[config.mk]
export PLATFORM = sky130hd
export DESIGN_NAME = micro_sequencer
export DESIGN_NICKNAME = d
export VERILOG_FILES = /design/src/rtl/micro_seq_pkg.sv /design/src/rtl/micro_sequencer_decoder.sv /design/src/rtl/micro_sequencer.sv
export SDC_FILE = /design/constraint.sdc
export NUM_CORES = 1
export LEC_CHECK = 0
export CAP_MARGIN = 20
export CORE_UTILIZATION = 46
export CTS_CLUSTER_DIAMETER = 200
export DETAILED_ROUTE_END_ITERATION = 6
export PLACE_DENSITY_LB_ADDON = 0.1
export RECOVER_POWER = 100
export SLEW_MARGIN = 20
export SYNTH_ARGS = -nofsm -noshare
export SYNTH_HDL_FRONTEND = slang
export SYNTH_SLANG_ARGS = --single-unit
[constraint.sdc]
create_clock -name CLK -period 2.33 [get_ports CLK]
set_input_delay 0.466 -clock CLK [delete_from_list [all_inputs] [get_ports CLK]]
set_output_delay 0.466 -clock CLK [all_outputs]
set_load 0.1 [all_outputs]
[src/rtl/micro_seq_pkg.sv]
// Shared encodings for the micro-sequencer: stage codes, instruction classes,
// RV32I opcode/funct fields and the ALU class helper.
package micro_seq_pkg;

  typedef enum logic [2:0] {
    ST_IF   = 3'd0,
    ST_ID   = 3'd1,
    ST_EX   = 3'd2,
    ST_MEM  = 3'd3,
    ST_WB   = 3'd4,
    ST_HALT = 3'd7
  } stage_e;

  // Register-register ALU classes; the immediate forms sit at CL_IMM_BASE + same offset.
  localparam logic [4:0] CL_ADD      = 5'd0;
  localparam logic [4:0] CL_SUB      = 5'd1;
  localparam logic [4:0] CL_SLT      = 5'd2;
  localparam logic [4:0] CL_SLTU     = 5'd3;
  localparam logic [4:0] CL_XOR      = 5'd4;
  localparam logic [4:0] CL_OR       = 5'd5;
  localparam logic [4:0] CL_AND      = 5'd6;
  localparam logic [4:0] CL_SLL      = 5'd7;
  localparam logic [4:0] CL_SRL      = 5'd8;
  localparam logic [4:0] CL_SRA      = 5'd9;
  localparam logic [4:0] CL_IMM_BASE = 5'd10;
  localparam logic [4:0] CL_ADDI     = 5'd10;
  localparam logic [4:0] CL_SLTI     = 5'd12;
  localparam logic [4:0] CL_SLTIU    = 5'd13;
  localparam logic [4:0] CL_XORI     = 5'd14;
  localparam logic [4:0] CL_ORI      = 5'd15;
  localparam logic [4:0] CL_ANDI     = 5'd16;
  localparam logic [4:0] CL_SLLI     = 5'd17;
  localparam logic [4:0] CL_SRLI     = 5'd18;
  localparam logic [4:0] CL_SRAI     = 5'd19;
  localparam logic [4:0] CL_LW       = 5'd20;
  localparam logic [4:0] CL_SW       = 5'd21;
  localparam logic [4:0] CL_JALR     = 5'd22;
  localparam logic [4:0] CL_JAL      = 5'd23;
  localparam logic [4:0] CL_BR       = 5'd24;
  localparam logic [4:0] CL_BRU      = 5'd25;
  localparam logic [4:0] CL_LUI      = 5'd26;
  localparam logic [4:0] CL_AUIPC    = 5'd27;
  localparam logic [4:0] CL_ILLEGAL  = 5'd31;

  localparam logic [6:0] OPC_OP     = 7'b0110011;
  localparam logic [6:0] OPC_OP_IMM = 7'b0010011;
  localparam logic [6:0] OPC_LOAD   = 7'b0000011;
  localparam logic [6:0] OPC_STORE  = 7'b0100011;
  localparam logic [6:0] OPC_JALR   = 7'b1100111;
  localparam logic [6:0] OPC_JAL    = 7'b1101111;
  localparam logic [6:0] OPC_BRANCH = 7'b1100011;
  localparam logic [6:0] OPC_LUI    = 7'b0110111;
  localparam logic [6:0] OPC_AUIPC  = 7'b0010111;

  localparam logic [2:0] F3_ADD  = 3'b000;
  localparam logic [2:0] F3_SLL  = 3'b001;
  localparam logic [2:0] F3_SLT  = 3'b010;
  localparam logic [2:0] F3_SLTU = 3'b011;
  localparam logic [2:0] F3_XOR  = 3'b100;
  localparam logic [2:0] F3_SR   = 3'b101;
  localparam logic [2:0] F3_OR   = 3'b110;
  localparam logic [2:0] F3_AND  = 3'b111;
  localparam logic [2:0] F3_LW   = 3'b010;
  localparam logic [2:0] F3_SW   = 3'b010;
  localparam logic [2:0] F3_JALR = 3'b000;
  localparam logic [2:0] F3_BEQ  = 3'b000;
  localparam logic [2:0] F3_BNE  = 3'b001;
  localparam logic [2:0] F3_BLT  = 3'b100;
  localparam logic [2:0] F3_BGE  = 3'b101;
  localparam logic [2:0] F3_BLTU = 3'b110;
  localparam logic [2:0] F3_BGEU = 3'b111;

  localparam logic [6:0] F7_BASE = 7'b0000000;
  localparam logic [6:0] F7_ALT  = 7'b0100000;

  function automatic logic [4:0] alu_class(input logic [2:0] f3, input logic alt);
    logic [4:0] cls;
    cls = CL_ADD;
    case (f3)
      F3_ADD:  cls = alt ? CL_SUB : CL_ADD;
      F3_SLL:  cls = CL_SLL;
      F3_SLT:  cls = CL_SLT;
      F3_SLTU: cls = CL_SLTU;
      F3_XOR:  cls = CL_XOR;
      F3_SR:   cls = alt ? CL_SRA : CL_SRL;
      F3_OR:   cls = CL_OR;
      F3_AND:  cls = CL_AND;
      default: cls = CL_ADD;
    endcase
    return cls;
  endfunction

endpackage

[src/rtl/micro_sequencer_decoder.sv]
// Combinational RV32I instruction-class decoder (module inst_class_decoder).
// Unsupported encodings report illegal=1 with the class forced to 31.
module inst_class_decoder
  import micro_seq_pkg::*;
(
  input  logic [31:0] instr,
  output logic [4:0]  inst_class,
  output logic        illegal
);

  logic [6:0] opcode;
  logic [2:0] f3;
  logic [6:0] f7;
  logic       unused_bits;

  assign opcode = instr[6:0];
  assign f3     = instr[14:12];
  assign f7     = instr[31:25];
  assign unused_bits = ^{instr[24:15], instr[11:7]};

  always_comb begin
    inst_class = CL_ILLEGAL;
    illegal    = 1'b1;
    case (opcode)
      OPC_OP: begin
        if (f7 == F7_BASE) begin
          inst_class = alu_class(f3, 1'b0);
          illegal    = 1'b0;
        end else if (f7 == F7_ALT && (f3 == F3_ADD || f3 == F3_SR)) begin
          inst_class = alu_class(f3, 1'b1);
          illegal    = 1'b0;
        end
      end
      OPC_OP_IMM: begin
        // Only the shift-right immediate uses instr[30]; an alternate addi does not exist.
        inst_class = CL_IMM_BASE + alu_class(f3, (f3 == F3_SR) && instr[30]);
        illegal    = 1'b0;
      end
      OPC_LOAD: begin
        if (f3 == F3_LW) begin
          inst_class = CL_LW;
          illegal    = 1'b0;
        end
      end
      OPC_STORE: begin
        if (f3 == F3_SW) begin
          inst_class = CL_SW;
          illegal    = 1'b0;
        end
      end
      OPC_JALR: begin
        if (f3 == F3_JALR) begin
          inst_class = CL_JALR;
          illegal    = 1'b0;
        end
      end
      OPC_JAL: begin
        inst_class = CL_JAL;
        illegal    = 1'b0;
      end
      OPC_BRANCH: begin
        case (f3)
          F3_BEQ, F3_BNE, F3_BLT, F3_BGE: begin
            inst_class = CL_BR;
            illegal    = 1'b0;
          end
          F3_BLTU, F3_BGEU: begin
            inst_class = CL_BRU;
            illegal    = 1'b0;
          end
          default: begin
            inst_class = CL_ILLEGAL;
            illegal    = 1'b1;
          end
        endcase
      end
      OPC_LUI: begin
        inst_class = CL_LUI;
        illegal    = 1'b0;
      end
      OPC_AUIPC: begin
        inst_class = CL_AUIPC;
        illegal    = 1'b0;
      end
      default: begin
        inst_class = CL_ILLEGAL;
        illegal    = 1'b1;
      end
    endcase
  end

endmodule

[src/rtl/micro_sequencer.sv]
// Stage FSM driving the microcode ROM index {inst_class, stage}.
// Optional performance counters are compiled in with MSEQ_PERF_CNT_EN.
module micro_sequencer
  import micro_seq_pkg::*;
#(
  parameter int XLEN    = 32,
  parameter int CLASS_W = 5,
  parameter int STAGE_W = 3
) (
  input  logic               CLK,
  input  logic               RST,
  input  logic [XLEN-1:0]    I_MEM_DI,
  input  logic               imem_ready,
  input  logic               dmem_ready,
  output logic [CLASS_W-1:0] inst_class,
  output logic [STAGE_W-1:0] stage,
  output logic [XLEN-1:0]    ir,
  output logic               retire,
  output logic               halt
`ifdef MSEQ_PERF_CNT_EN
  ,
  output logic [31:0]        cycle_cnt,
  output logic [31:0]        retire_cnt
`endif
);

  stage_e             stage_reg;
  stage_e             seq_next;
  logic [CLASS_W-1:0] class_reg;
  logic [XLEN-1:0]    ir_reg;
  logic               halt_reg;
  logic [4:0]         dec_class;
  logic               dec_illegal;
  logic               in_body;
  logic               advance;

  // Successor of cur in the stage walk used by class cls; ST_IF means the instruction is done.
  function automatic stage_e next_stage(input logic [4:0] cls, input stage_e cur);
    stage_e nxt;
    nxt = ST_IF;
    case (cur)
      ST_IF: begin
        if (cls == CL_LUI)                          nxt = ST_WB;
        else if (cls == CL_JAL || cls == CL_AUIPC)  nxt = ST_EX;
        else                                        nxt = ST_ID;
      end
      ST_ID: nxt = ST_EX;
      ST_EX: begin
        if (cls == CL_BR || cls == CL_BRU)          nxt = ST_IF;
        else if (cls == CL_LW || cls == CL_SW)      nxt = ST_MEM;
        else                                        nxt = ST_WB;
      end
      ST_MEM: nxt = (cls == CL_LW) ? ST_WB : ST_IF;
      default: nxt = ST_IF;
    endcase
    return nxt;
  endfunction

  inst_class_decoder u_decoder (
    .instr      (I_MEM_DI[31:0]),
    .inst_class (dec_class),
    .illegal    (dec_illegal)
  );

  assign seq_next = next_stage(class_reg[4:0], stage_reg);
  assign in_body  = (stage_reg == ST_ID) || (stage_reg == ST_EX) ||
                    (stage_reg == ST_MEM) || (stage_reg == ST_WB);
  assign advance  = (stage_reg != ST_MEM) || dmem_ready;
  // Retire whenever the last stage of the walk is about to hand back to IF.
  assign retire   = in_body && advance && (seq_next == ST_IF);

  always_ff @(posedge CLK or posedge RST) begin
    if (RST) begin
      stage_reg <= ST_IF;
      class_reg <= '0;
      ir_reg    <= '0;
      halt_reg  <= 1'b0;
    end else begin
      case (stage_reg)
        ST_IF: begin
          if (imem_ready) begin
            ir_reg <= I_MEM_DI;
            if (dec_illegal) begin
              stage_reg <= ST_HALT;
              class_reg <= CLASS_W'(CL_ILLEGAL);
              halt_reg  <= 1'b1;
            end else begin
              stage_reg <= next_stage(dec_class, ST_IF);
              class_reg <= CLASS_W'(dec_class);
            end
          end
        end
        ST_HALT: begin
          stage_reg <= ST_HALT;
        end
        default: begin
          if (advance) begin
            stage_reg <= seq_next;
            if (seq_next == ST_IF) class_reg <= '0;
          end
        end
      endcase
    end
  end

  assign stage      = STAGE_W'(stage_reg);
  assign inst_class = class_reg;
  assign ir         = ir_reg;
  assign halt       = halt_reg;

`ifdef MSEQ_PERF_CNT_EN
  logic [31:0] cycle_cnt_reg;
  logic [31:0] retire_cnt_reg;

  always_ff @(posedge CLK or posedge RST) begin
    if (RST) begin
      cycle_cnt_reg  <= '0;
      retire_cnt_reg <= '0;
    end else begin
      if (stage_reg != ST_HALT) cycle_cnt_reg <= cycle_cnt_reg + 32'd1;
      if (retire) retire_cnt_reg <= retire_cnt_reg + 32'd1;
    end
  end

  assign cycle_cnt  = cycle_cnt_reg;
  assign retire_cnt = retire_cnt_reg;
`endif

endmodule

Word level (Yosys, flattened, before mapping)
Memories as Yosys holds them, arrays and structs flattened.
Index checks and enable logic that the tools add are counted.
{"block": "totals", "n_memories": 2, "mem_bits_ro": 64, "out_inout_bits": 42, "register_bits": 41, "wordCells": 105, "input_bits": 36}
{"memory": "(no name shown)", "words": 8, "width": 4, "read_ports": 1, "rd_clocked_by_memory_dff": 0, "wr": 0, "line": "micro_seq_pkg.sv:79", "text": "case (f3)"}
{"memory": "(no name shown)", "words": 8, "width": 4, "read_ports": 1, "rd_clocked_by_memory_dff": 0, "wr": 0, "line": "micro_seq_pkg.sv:79"}
{"block": "op_classes", "muxes": 34, "reduce_logical": 29, "bitwise_logic": 1, "addsub": 1, "n_eq_ne": 34}
{"op": "$eq A5 B5 Y1 const B", "count": 10}
{"op": "$pmux W5 S9", "count": 1}
{"op": "$pmux W5 S8", "count": 1}
{"op": "$mux W5", "count": 7}
{"op": "$eq A7 B6 Y1 const B", "count": 4}
{"op": "$mux W3", "count": 8}
{"op": "$eq A7 B7 Y1 const B", "count": 3}
{"op": "$eq A3 B3 Y1 const B", "count": 6}
{"op": "$eq A7 B5 Y1 const B", "count": 2}
{"op": "$eq A3 B2 Y1 const B", "count": 4}
{"op": "$mux W4", "count": 3}
{"op": "$pmux W3 S2", "count": 2}
{"op": "$pmux W3 S4", "count": 1}
{"op": "$pmux W5 S2", "count": 1}
{"op": "$logic_not A3 Y1", "count": 3}
{"op": "$logic_or A1 B1 Y1", "count": 9}
{"op": "$reduce_or A4 Y1", "count": 2}
{"op": "$eq A7 B2 Y1 const B", "count": 1}
{"op": "$logic_not A7 Y1", "count": 1}
{"op": "$mux W1", "count": 7}
{"op": "$eq A3 B1 Y1 const B", "count": 2}
{"op": "$reduce_or A6 Y1", "count": 1}
{"op": "$add A4 B5 Y5 const A", "count": 1}
{"op": "$pmux W1 S5", "count": 1}
{"op": "other kinds (11)", "count": 18}

Longest topological paths before layout
{"block": "logic_depth", "ltp_word": 14, "ltp_mapped": 9, "depth_no_buf": 8}

Cells and area by module
A second synthesis with hierarchy kept.
{"block": "unflattened", "hier_cells": 231, "area_unflattened_um2": 2461.1}
{"module": "micro_sequencer", "instances": 1, "cells_per_inst": 141, "area_per_inst_um2": 1840.5, "seq_area_each_um2": 1026.0}
{"module": "inst_class_decoder", "instances": 1, "cells_per_inst": 90, "area_per_inst_um2": 620.6, "seq_area_each_um2": 0.0}

Least setup slack after synthesis
OpenSTA, ideal clock, no wires.
{"block": "synth_path", "kind": "reg2out", "from": "reg stage_reg[0], in the netlist stage[0]", "to": "out retire", "stages_incl_launch_ff": 5, "slack_ns": -1.277, "t_arrival_ns": 3.141, "required_ns": 1.864, "n_path_buf": 0, "cell_sequence": "dfrtp_1 > inv_2 > a22o_1 > a221o_1 > o22ai_1"}
{"block": "synth_via", "elab_chain_len": 6, "word_cells_on_any_way": 14, "classes_between": "eq/ne (5); mux (1); reduce/logical (8)"}
{"item": "start: declaration", "line": "micro_sequencer.sv:27", "text": "stage_e stage_reg;"}
{"item": "start signal: assignment", "line": "micro_sequencer.sv:88", "text": "stage_reg <= next_stage(dec_class, ST_IF);"}
{"item": "start signal: assignment", "line": "micro_sequencer.sv:98", "text": "stage_reg <= seq_next;"}
{"item": "parallel branches: the longest is 5 deep, another holds $pmux W3 S4"}
{"item": "$logic_and A1 B1 Y1 (*)", "line": "micro_sequencer.sv:70", "text": "assign retire = in_body && advance && (seq_next == ST_IF);"}
{"item": "end: declaration", "line": "micro_sequencer.sv:18", "text": "output logic retire,"}
Mark *: on every way between the ends.

Worst setup path in the final report
Same ends and word-level chain as after synthesis.

==> metrics.md <==
| Metric | Value |
|---|---|
| Status | complete, no violations |
| Yosys Warn Count | 0 |
| Critical path buffers and inverters | 1 |
| DRC viols | 0 |
| Slowest CP cell | dfrtp_4 |
| Max clock buf depth | 2 |
| Grt met3 use | under 10% |
| Critical Path Start Type | register |
| Row cnt | 25 |
| Post-synthesis cell area | 2370 sq um |
| Commonest cells in the netlist | nand2_1 (102), dfrtp_1 (41), o21ai_0 (10) |
| Critical Path RT | 1.86 ns |
| EDFF count, synth | 0 |
| Slowest stage delay, CP | 0.51 ns |
| # IOs | 78 |
| Vias | 2425 |
| Max FFs per register | 32 |
| Starting Density | 48.9% |
| Die W | 73.8 um |
| Cts bufs inserted | 5 |
| Die H | around 74 um |
| Avg Cell Area, Syn | 8.38 sq um |
| First-pass GRT wire length | about 11000 um |
| Layout cell share with drive strength beyond 1 | 25.8% |
| CP Class | register to primary output |
| CTS clock-pin slew for the worst setup and hold paths | approximately 0.080 ns |
| GRT Util Overall | 25.9% |
| Std-Cell Core Area | 4850 sq um |
| R2R Path Start | stage[0] |
| Syn Nets | about 330 |
| CTS tree | yes |
| Hold Fails Final Rpt | 0 |
| GRT Max-Usage Layer | met2 |
| Total grt overflow | 0 |
| Worst Hold Endpoint | ir[18] |
| HP Class | register to register |
| Wire per inst | 14.3 um |
| M1 GR Usage | between 30% and 40% |
| Arr. time, crit path | ~1.9 ns |
| CP delay by family, top | compound AO/OA/AOI/OAI gates |
| Clock latency on the worst-skew pair | 0.29 ns |
| Max capacitance violation total | 0 |
| Final Util | 73.1% |
| Clk sink count | 41 |
| Worst r2r dst | inst_class[4] |
| Hpwl dp | 5080 um |
| Die ar. | 5450 sq um |
| CP Cell Sequence | nor2b_1 > a22o_1 > a221o_1 > o22ai_4 > buf_12 |
| Initial antenna violation count | 0 |
| DRT Wirelength | 6720 um |
| Vias in the first global route | about 2300 |
| Area Growth Syn to Fin | 49.6% |
| Placer congestion estimate | 0.944 |
| RSZ-0062 raised after global routing | yes |
| Worst Path Max Fanout | 5 |
| H-tree depth | 2 |
| Synth area leader | dfrtp_1 |
| Slew @ Worst Pin | ~1.2 ns |
| Largest net degree at the start of global routing | 33 |
| Routed Antenna Nets | 0 |
| Mapped Cells | between 200 and 300 |
| GR Layer Usage met2 | 41.3% |
| # nets final | between 400 and 500 |
| Ys async rst share | 100% |
| First-pass DRT Iterations | 5 |
| Fmax | 431 MHz |
| FF-to-FF path depth | 8 |
| Worst slew margin | about a fifth |
| Yosys reg bits | 41 |
| Final Max Tran Viols | 0 |
| Count leader, synth | nand2_1 |
| Sequential-to-total area share from yosys stat | ~43% |
| Synth top area share | 43.3% |
| Post-layout min period | 2.32 ns |
| Number of antenna diodes | 0 |
| Root cell of the clock tree | clkbuf_8 |
| Final setup fails | 0 |
| Buffers on Ports | 77 |
| Iteration-0 DRC Markers | 121 |
| Top_reg_cell synth | dfrtp_1 |
| Worst hold start | ir[18] |
| Hold Crit Depth | 2 |
| Yosys cell types | between 50 and 60 |
| Vias per inst | 5.16 |
| Crit. End Element | primary output |
| Top cells by area, synth | dfrtp_1 (43%), nand2_1 (16%), ha_1 (3.2%) |
| Crit share post-route | 99.5% |
| Worst clock skew | 0.00167 ns |
| R2R Setup Slk | around 0.10 ns |
## stage by stage
step	worst slack (ns)	setup TNS [ns]	area [sq um]	hold WS [ns]	cells
finish	0.0107	0	3550	0.477	470
floorplan	-0.0567	-0.0567	2400	0.571	283
CTS	-0.0253	-0.0253	3600	0.475	468
detailed placement	-0.360	-2.28	3450	0.463	458
global placement	-0.298	-2.00	3450	0.458	458
global route	-0.0378	-0.0378	3550	0.500	470
## cell type report
cell class,instances,area (sq um)
Clock inverter,2,37.5
Sequential cell,41,1040
Timing Repair Buffer,128,937
Fill cell,400,1300
Clock buffer,6,82.6
Tap cell,67,83.8
Multi-Input combinational cell,218,1330
Inverter,8,30.0
## timing repair
item / in CTS / in global routing
hold buffers: 0 / 0
gates resized for setup: 3 / 21
endpoints found under the setup margin: 4 / 9
endpoints found under the hold margin: 0 / 0
setup buffers: 2 / 2
pin swaps: 2 / 7
## layout by cell type, fill, tap and decap left out, types with 3 or more instances in the layout
master,instances
nand4_1,3
clkbuf_1,29
nor2_1,8
buf_4,53
inv_2,3
ha_2,4
nand2b_1,5
o21bai_1,3
o21ai_0,9
nor2b_1,5
a31oi_1,4
clkdlybuf4s50_1,32
and2_1,3
a21oi_1,7
dfrtp_1,33
dfrtp_4,3
clkbuf_8,6
o211a_1,3
nor4_1,4
inv_1,5
dfrtp_2,5
clkbuf_2,8
nand2_1,102
## worst reg2reg max path: stages, from the launching register on
cell and delay (ns):
dfrtp_4 0.51, nor2b_1 0.14, a22o_1 0.19, a221o_1 0.34, buf_4 0.15, buf_4 0.12
o211a_1 0.27, buf_4 0.17, o31ai_1 0.23
## routing by layer
layer | wire length [um] | up-vias | part of all wire [%]
li1 | - | 1210 | -
met1 | 3120 | 1124 | 46
met2 | 3120 | 82 | 46
met3 | 382 | 9 | 5.7
met4 | 97 | 0 | 1.4
met5 | 0 | - | 0
## how the worst max path moves through the flow
stage / end / start / slack [ns] / depth (start not counted)
floorplan: retire / stage[0] / -0.06 / 4
detailed placement: stage[0] / I_MEM_DI[12] / -0.36 / 9
global placement: stage[0] / I_MEM_DI[12] / -0.30 / 9
finish: retire / stage[0] / 0.01 / 5
global route: retire / stage[0] / -0.04 / 5
CTS: retire / stage[0] / -0.03 / 5
## cell families after synthesis
logic type	synth area share, %
buffers and inverters	4.54
muxes	2.32
AOI/OAI and AO/OA	14.9
DFF	43.3
xor gates and xnor gates	0.739
adders and majority gates	3.17
and+or+nand+nor	31.1
Power is not shown: default switching activity piles up to over one toggle a cycle in this logic, so the estimate is an artifact.
